[src/rtl/id_ex_hazard_ctrl_if.sv]
// ID-stage decode bundle in, pipeline stall/flush controls and EX-stage control fields out.
// Purely a signal bundle: it adds no latency and no state of its own.
// There is no valid/ready handshake; the ID stage is held through pc_write/if_id_write.
interface id_ex_hazard_ctrl_if;
  // ID-stage inputs from the decoder
  logic [12:0] id_bundle;
  logic        id_branch;
  logic [2:0]  id_cpcode;
  logic        id_ctrl_flush;
  logic        id_badop;
  logic [4:0]  id_rs;
  logic [4:0]  id_rt;
  logic [31:0] id_pc;
  logic        ex_branch_taken;
  logic        kernel_exit;
  // pipeline controls
  logic        pc_write;
  logic        if_id_write;
  logic        if_id_flush;
  logic        exc_redirect;
  logic [31:0] exc_vector;
  // registered EX-stage control fields
  logic        ex_alusrc1;
  logic        ex_alusrc2;
  logic [3:0]  ex_aluop;
  logic        ex_rtrd;
  logic        ex_memread;
  logic        ex_memwrite;
  logic [1:0]  ex_memtoreg;
  logic        ex_regwrite;
  logic        ex_regdst;
  logic [2:0]  ex_cpcode;
  logic        ex_branch;
  logic [4:0]  ex_rt;
  logic [31:0] epc;
  logic        kernel_mode;

  // decoder / pipeline side
  modport master (
    output id_bundle, id_branch, id_cpcode, id_ctrl_flush, id_badop,
           id_rs, id_rt, id_pc, ex_branch_taken, kernel_exit,
    input  pc_write, if_id_write, if_id_flush, exc_redirect, exc_vector,
           ex_alusrc1, ex_alusrc2, ex_aluop, ex_rtrd, ex_memread, ex_memwrite,
           ex_memtoreg, ex_regwrite, ex_regdst, ex_cpcode, ex_branch, ex_rt,
           epc, kernel_mode
  );

  // hazard controller side
  modport slave (
    input  id_bundle, id_branch, id_cpcode, id_ctrl_flush, id_badop,
           id_rs, id_rt, id_pc, ex_branch_taken, kernel_exit,
    output pc_write, if_id_write, if_id_flush, exc_redirect, exc_vector,
           ex_alusrc1, ex_alusrc2, ex_aluop, ex_rtrd, ex_memread, ex_memwrite,
           ex_memtoreg, ex_regwrite, ex_regdst, ex_cpcode, ex_branch, ex_rt,
           epc, kernel_mode
  );
endinterface

[src/rtl/id_ex_hazard_ctrl.sv]
// ID/EX control register plus stall/flush/exception steering and user/kernel state with EPC.
// Latency: ID-to-EX 1 cycle; pc_write/if_id_write/if_id_flush/exc_redirect are combinational.
// Backpressure: a load-use hazard holds PC and IF/ID for one cycle and inserts an EX bubble.
module id_ex_hazard_ctrl #(
  parameter logic [31:0] EXC_VECTOR = 32'h8000_0004
) (
  input  logic              clk,
  input  logic              reset_n,
  id_ex_hazard_ctrl_if.slave bus
);

  typedef enum logic {
    ST_USER   = 1'b0,
    ST_KERNEL = 1'b1
  } state_t;

  state_t      r_state;
  state_t      w_state_nxt;
  logic [12:0] r_ex_bundle;
  logic        r_ex_branch;
  logic [2:0]  r_ex_cpcode;
  logic [4:0]  r_ex_rt;
  logic [31:0] r_epc;

  logic w_branch_flush;
  logic w_exc;
  logic w_load_use;
  logic w_jump;
  logic w_bubble;
  logic w_pc_write;
  logic w_if_id_write;
  logic w_if_id_flush;

  // Priority resolution: EX branch flush, then USER exception, then load-use, then jump.
  // A BadOp seen in KERNEL is not an exception but still must not reach EX, so it
  // becomes a bubble and also suppresses any jump flush.
  always_comb begin
    w_branch_flush = 1'b0;
    w_exc          = 1'b0;
    w_load_use     = 1'b0;
    w_jump         = 1'b0;
    w_bubble       = 1'b0;
    w_pc_write     = 1'b1;
    w_if_id_write  = 1'b1;
    w_if_id_flush  = 1'b0;
    w_state_nxt    = r_state;

    w_branch_flush = r_ex_branch & bus.ex_branch_taken;
    w_exc          = ~w_branch_flush & bus.id_badop & (r_state == ST_USER);
    w_load_use     = ~w_branch_flush & ~w_exc & r_ex_bundle[5] & (r_ex_rt != 5'd0) &
                     ((r_ex_rt == bus.id_rs) | (r_ex_rt == bus.id_rt));
    w_jump         = ~w_branch_flush & ~w_exc & ~w_load_use & ~bus.id_badop &
                     bus.id_ctrl_flush;

    w_bubble       = w_branch_flush | w_exc | w_load_use | bus.id_badop;
    w_pc_write     = ~w_load_use;
    w_if_id_write  = ~w_load_use;
    w_if_id_flush  = w_branch_flush | w_exc | w_jump;

    case (r_state)
      ST_USER:   if (w_exc)           w_state_nxt = ST_KERNEL;
      ST_KERNEL: if (bus.kernel_exit) w_state_nxt = ST_USER;
      default:                        w_state_nxt = ST_USER;
    endcase
  end

  // User/kernel state register
  always_ff @(posedge clk or negedge reset_n) begin
    if (!reset_n) r_state <= ST_USER;
    else          r_state <= w_state_nxt;
  end

  // ID/EX control register: either the ID instruction's controls or an all-zero bubble
  always_ff @(posedge clk or negedge reset_n) begin
    if (!reset_n) begin
      r_ex_bundle <= '0;
      r_ex_branch <= 1'b0;
      r_ex_cpcode <= '0;
      r_ex_rt     <= '0;
    end else if (w_bubble) begin
      r_ex_bundle <= '0;
      r_ex_branch <= 1'b0;
      r_ex_cpcode <= '0;
      r_ex_rt     <= '0;
    end else begin
      r_ex_bundle <= bus.id_bundle;
      r_ex_branch <= bus.id_branch;
      r_ex_cpcode <= bus.id_cpcode;
      r_ex_rt     <= bus.id_rt;
    end
  end

  // EPC captures the faulting PC only when an exception is actually taken
  always_ff @(posedge clk or negedge reset_n) begin
    if (!reset_n)   r_epc <= '0;
    else if (w_exc) r_epc <= bus.id_pc;
  end

  assign bus.pc_write     = w_pc_write;
  assign bus.if_id_write  = w_if_id_write;
  assign bus.if_id_flush  = w_if_id_flush;
  assign bus.exc_redirect = w_exc;
  assign bus.exc_vector   = EXC_VECTOR;

  assign bus.ex_alusrc1   = r_ex_bundle[12];
  assign bus.ex_alusrc2   = r_ex_bundle[11];
  assign bus.ex_aluop     = r_ex_bundle[10:7];
  assign bus.ex_rtrd      = r_ex_bundle[6];
  assign bus.ex_memread   = r_ex_bundle[5];
  assign bus.ex_memwrite  = r_ex_bundle[4];
  assign bus.ex_memtoreg  = r_ex_bundle[3:2];
  assign bus.ex_regwrite  = r_ex_bundle[1];
  assign bus.ex_regdst    = r_ex_bundle[0];
  assign bus.ex_branch    = r_ex_branch;
  assign bus.ex_cpcode    = r_ex_cpcode;
  assign bus.ex_rt        = r_ex_rt;
  assign bus.epc          = r_epc;
  assign bus.kernel_mode  = (r_state == ST_KERNEL);

endmodule

[src/flat_wrapper.sv]
// flat-port wrapper written by rule: the top's interface ports become plain ports
module id_ex_hazard_ctrl_flat 
#(
  parameter logic [31:0] EXC_VECTOR = 32'h8000_0004
)
  (clk, reset_n, bus_id_bundle, bus_id_branch, bus_id_cpcode, bus_id_ctrl_flush, bus_id_badop, bus_id_rs, bus_id_rt, bus_id_pc, bus_ex_branch_taken, bus_kernel_exit, bus_pc_write, bus_if_id_write, bus_if_id_flush, bus_exc_redirect, bus_exc_vector, bus_ex_alusrc1, bus_ex_alusrc2, bus_ex_aluop, bus_ex_rtrd, bus_ex_memread, bus_ex_memwrite, bus_ex_memtoreg, bus_ex_regwrite, bus_ex_regdst, bus_ex_cpcode, bus_ex_branch, bus_ex_rt, bus_epc, bus_kernel_mode);
  id_ex_hazard_ctrl_if bus_i ();
  input  logic clk;
  input  logic reset_n;
  input wire logic [$bits(bus_i.id_bundle)-1:0] bus_id_bundle;
  input wire logic [$bits(bus_i.id_branch)-1:0] bus_id_branch;
  input wire logic [$bits(bus_i.id_cpcode)-1:0] bus_id_cpcode;
  input wire logic [$bits(bus_i.id_ctrl_flush)-1:0] bus_id_ctrl_flush;
  input wire logic [$bits(bus_i.id_badop)-1:0] bus_id_badop;
  input wire logic [$bits(bus_i.id_rs)-1:0] bus_id_rs;
  input wire logic [$bits(bus_i.id_rt)-1:0] bus_id_rt;
  input wire logic [$bits(bus_i.id_pc)-1:0] bus_id_pc;
  input wire logic [$bits(bus_i.ex_branch_taken)-1:0] bus_ex_branch_taken;
  input wire logic [$bits(bus_i.kernel_exit)-1:0] bus_kernel_exit;
  output wire logic [$bits(bus_i.pc_write)-1:0] bus_pc_write;
  output wire logic [$bits(bus_i.if_id_write)-1:0] bus_if_id_write;
  output wire logic [$bits(bus_i.if_id_flush)-1:0] bus_if_id_flush;
  output wire logic [$bits(bus_i.exc_redirect)-1:0] bus_exc_redirect;
  output wire logic [$bits(bus_i.exc_vector)-1:0] bus_exc_vector;
  output wire logic [$bits(bus_i.ex_alusrc1)-1:0] bus_ex_alusrc1;
  output wire logic [$bits(bus_i.ex_alusrc2)-1:0] bus_ex_alusrc2;
  output wire logic [$bits(bus_i.ex_aluop)-1:0] bus_ex_aluop;
  output wire logic [$bits(bus_i.ex_rtrd)-1:0] bus_ex_rtrd;
  output wire logic [$bits(bus_i.ex_memread)-1:0] bus_ex_memread;
  output wire logic [$bits(bus_i.ex_memwrite)-1:0] bus_ex_memwrite;
  output wire logic [$bits(bus_i.ex_memtoreg)-1:0] bus_ex_memtoreg;
  output wire logic [$bits(bus_i.ex_regwrite)-1:0] bus_ex_regwrite;
  output wire logic [$bits(bus_i.ex_regdst)-1:0] bus_ex_regdst;
  output wire logic [$bits(bus_i.ex_cpcode)-1:0] bus_ex_cpcode;
  output wire logic [$bits(bus_i.ex_branch)-1:0] bus_ex_branch;
  output wire logic [$bits(bus_i.ex_rt)-1:0] bus_ex_rt;
  output wire logic [$bits(bus_i.epc)-1:0] bus_epc;
  output wire logic [$bits(bus_i.kernel_mode)-1:0] bus_kernel_mode;
  assign bus_i.id_bundle = bus_id_bundle;
  assign bus_i.id_branch = bus_id_branch;
  assign bus_i.id_cpcode = bus_id_cpcode;
  assign bus_i.id_ctrl_flush = bus_id_ctrl_flush;
  assign bus_i.id_badop = bus_id_badop;
  assign bus_i.id_rs = bus_id_rs;
  assign bus_i.id_rt = bus_id_rt;
  assign bus_i.id_pc = bus_id_pc;
  assign bus_i.ex_branch_taken = bus_ex_branch_taken;
  assign bus_i.kernel_exit = bus_kernel_exit;
  assign bus_pc_write = bus_i.pc_write;
  assign bus_if_id_write = bus_i.if_id_write;
  assign bus_if_id_flush = bus_i.if_id_flush;
  assign bus_exc_redirect = bus_i.exc_redirect;
  assign bus_exc_vector = bus_i.exc_vector;
  assign bus_ex_alusrc1 = bus_i.ex_alusrc1;
  assign bus_ex_alusrc2 = bus_i.ex_alusrc2;
  assign bus_ex_aluop = bus_i.ex_aluop;
  assign bus_ex_rtrd = bus_i.ex_rtrd;
  assign bus_ex_memread = bus_i.ex_memread;
  assign bus_ex_memwrite = bus_i.ex_memwrite;
  assign bus_ex_memtoreg = bus_i.ex_memtoreg;
  assign bus_ex_regwrite = bus_i.ex_regwrite;
  assign bus_ex_regdst = bus_i.ex_regdst;
  assign bus_ex_cpcode = bus_i.ex_cpcode;
  assign bus_ex_branch = bus_i.ex_branch;
  assign bus_ex_rt = bus_i.ex_rt;
  assign bus_epc = bus_i.epc;
  assign bus_kernel_mode = bus_i.kernel_mode;
  id_ex_hazard_ctrl #(.EXC_VECTOR(EXC_VECTOR)) u_core (.clk(clk), .reset_n(reset_n), .bus(bus_i));
endmodule
[config.mk]
export PLATFORM = sky130hd
export DESIGN_NAME = id_ex_hazard_ctrl_flat
export DESIGN_NICKNAME = d
export VERILOG_FILES = /design/src/rtl/id_ex_hazard_ctrl_if.sv /design/src/rtl/id_ex_hazard_ctrl.sv /design/src/flat_wrapper.sv
export SDC_FILE = /design/constraint.sdc
export NUM_CORES = 1
export LEC_CHECK = 0
export CORE_MARGIN = 8
export CORE_UTILIZATION = 38
export DETAILED_ROUTE_END_ITERATION = 10
export PLACE_DENSITY = 0.91
export SLEW_MARGIN = 0
export SYNTH_ARGS = -nofsm -noshare
export SYNTH_HDL_FRONTEND = slang
export SYNTH_SLANG_ARGS = --single-unit
[constraint.sdc]
create_clock -name clk -period 2.7 [get_ports clk]
set_input_delay 0.81 -clock clk [delete_from_list [all_inputs] [get_ports clk]]
set_output_delay 0.81 -clock clk [all_outputs]
set_load 0.03 [all_outputs]
==> flow_summary.ini, run 1 <==
[status]
status = finished clean

[cts]
numClockSinks = 55
holdBufCountCts = 0
cts_made_buffers = 5
cts_buffer_depth = 2
cts_tree = done
cts_root_buf = clkbuf_8
clk_latency_ps = 300
htree_levels = 2
cts.clk_slew.worst_paths_ps = 90

[timing]
hold_viol = 0
finalCriticalPeriod_ps = 2600
rsz0062_at_grt = no
slew_viol_final = 0
max_freq_mhz = 385
fin_skew_ps = 8.38
fin_crit_sh = 0.963
setup_violations = 0

[setup_path]
worstSetupEndpointType = primary output
required_ps = 1890
reg2reg_depth = 7
critPathLaunch = bus_id_rt[2]
r2r-start = u_core.bus.ex_rt[2]
start_kind = input port
critPathArrivalTime_ps = 1790
critPathKind = input port to primary output
crit_fanout = 4

[layout]
multi_input_area_um2 = 1100
utilization = 0.597
seq_area_um2 = 1380
num-fill-cells = 567
fin_area_um2 = 4060
area_growth_pct = 52.4
num_antenna_cells = 0
drive_gt1_frac = 0.214
fin_nets = 401

[routing]
ant_nets = 0
drtPass1Iterations = 4
drt-total-wl_mm = 7.54
drtIter0Drc = 14
drc = 0
wl_per_cell_um = 17.4
via_per_inst = 4.53
dr_total_vias = 1961

[logic_synthesis]
synth_top_area_share = 0.517
ys_async_sr_fraction = 1.00
synth_top_cell_by_area = dfrtp_1
syn-cell-area_um2 = 2660
synth_edf_count = 0
netlist_top_cells_count = dfrtp_1, buf_4, mux2_4, a21oi_1, nand3b_1
synthDistinctLibCells = 23
synth_flop_cell = dfrtp_1
ys_ff_latch = 55
ys_seq_area_frac = 0.517
synth_cells = 205
yosysMostFrequentCell = dfrtp_1
synth.avg_cell_area_um2 = 13.0
synthTopCellsByArea = dfrtp_1, mux2_4, buf_4, nand3b_1, a21oi_1
yosysWarnings = 0

[global_routing]
grt_pass1_wl_mm = 11.8
grt_antenna_before_repair = 0
grt_usage = 0.149
globalRouteOverflowTotal = 0
grt_max_degree = 27
grt_pass1_vias = 2204

[floorplanning]
core_um2 = 6790
start_util = 0.392
die_w_um = 99.7
die_area_um2 = 9940
io_pins = 156
die_y_um = 99.7
rows = 30

[placed_design]
placed_area_um2 = 3870
portBuffers = 123
gp_congestion = 0.748
hpwl_mm = 5.77

[power]
p_total_w = 0.00262
power_density_nw_per_um2 = 647
power_leakage_nw = 1.84
peakVddDrop_mv = 0.216

[hold_path]
min_path_type = input port to asynchronous set/reset pin

[flow_run]
drv_cap = 0
-- power breakdown --
group          internal (W)  total (W)  switching (W)
clock network      0.000211   0.000460       0.000249
registers          0.000963    0.00104      0.0000807
logic              0.000541    0.00112       0.000580
total               0.00171    0.00262       0.000910
-- critical path: stages --
cell	delay [ps]
clkdlybuf4s15_2	210
xnor2_2	150
nand3_2	120
o22ai_4	230
a32oi_1	80
buf_4	190
-- state kept, by name (all words and copies together) (netlist names) --
signal,flops
u_core.bus.kernel_mode,1
u_core.r_ex_bundle,13
u_core.bus.ex_branch,1
u_core.bus.ex_cpcode,3
u_core.bus.epc,32
u_core.bus.ex_rt,5
-- path summary, 6_finish.rpt --
check,end,slack (ps)
worst max-delay path,bus_if_id_flush,100
worst max register to register,u_core.bus.ex_branch,990
worst min-delay path,u_core.bus.epc[24],460
max in group asynchronous,u_core.bus.epc[17],1620
worst min register to register,u_core.bus.epc[10],510
min in group clk,u_core.bus.epc[10],510
-- per-layer routing --
metal  routed length, um  vias to the layer above  global-route usage
li1                    -                      894                   -
met1                3310                      953               0.183
met2                3520                      110               0.246
met3                 688                        4              0.0545
met4                  25                        0              0.0268
met5                   0                        -                   0
-- per-stage QoR --
| step | std cells | hold slack (ps) | setup TNS [ps] | setup WS, ps |
|---|---|---|---|---|
| 6_report | 433 | 458 | 0 | 101 |
| 5_1_grt | 433 | 468 | 0 | 35.2 |
| 4_1_cts | 433 | 465 | 0 | 1.62 |
| 3_5_place_dp | 419 | 494 | -1710 | -602 |
| 3_3_place_gp | 419 | 488 | -1600 | -573 |
| 2_1_floorplan | 235 | 514 | 0 | 97.8 |
-- cell usage in the layout (no fill, tap or decap), types with 5 or more instances in the layout --
cell             instances
clkdlybuf4s50_1        106
clkbuf_8                 6
dfrtp_1                 55
xnor2_1                  7
nand3b_1                22
buf_4                   11
buf_2                    5
mux2_4                  28
clkdlybuf4s15_1          5
a21oi_1                 22
conb_1                  32
-- layout make-up --
class | instances | area share
Tap cell | 96 | 0.0296
Sequential cell | 55 | 0.339
Clock buffer | 7 | 0.0213
Timing Repair Buffer | 138 | 0.336
Inverter | 2 | 0.00185
Clock inverter | 1 | 0.00216
Multi-Input combinational cell | 134 | 0.270
-- cells by family after synthesis --
family / after synthesis / share of synthesized area
buf+inv: 46 / 0.126
mux: 32 / 0.175
other cells: 2 / 0.00282
compound gates: 26 / 0.0573
flops: 55 / 0.517
simple gates: 34 / 0.0888
xor+xnor: 10 / 0.0329
-- what timing repair did --
action,in CTS,in global routing
gates cloned,2,0
setup buffers,4,1
pin swaps,17,4
resized for setup,44,1
setup endpoints to repair,4,1
(Power assumes the default switching activity.)
==> run 2, diff against run 1 <==
--- a/config.mk
+++ b/config.mk
@@ -5,9 +5,12 @@
 export SDC_FILE = /design/constraint.sdc
 export NUM_CORES = 1
 export LEC_CHECK = 0
+export ABC_CLOCK_PERIOD_IN_PS = 2700
 export CORE_MARGIN = 8
 export CORE_UTILIZATION = 38
+export CTS_CLUSTER_DIAMETER = 120
 export DETAILED_ROUTE_END_ITERATION = 10
+export HOLD_SLACK_MARGIN = 0.06
 export PLACE_DENSITY = 0.91
 export SLEW_MARGIN = 0
 export SYNTH_ARGS = -nofsm -noshare
==> results of run 2 <==
The final DEF is identical to that of run 1; final timing and power are the same.
==> run 3, diff against run 2 <==
--- a/config.mk
+++ b/config.mk
@@ -9,6 +9,7 @@
 export CORE_MARGIN = 8
 export CORE_UTILIZATION = 38
 export CTS_CLUSTER_DIAMETER = 120
+export CTS_CLUSTER_SIZE = 16
 export DETAILED_ROUTE_END_ITERATION = 10
 export HOLD_SLACK_MARGIN = 0.06
 export PLACE_DENSITY = 0.91
==> results of run 3 <==
The final DEF is identical to that of run 1; final timing and power are the same.
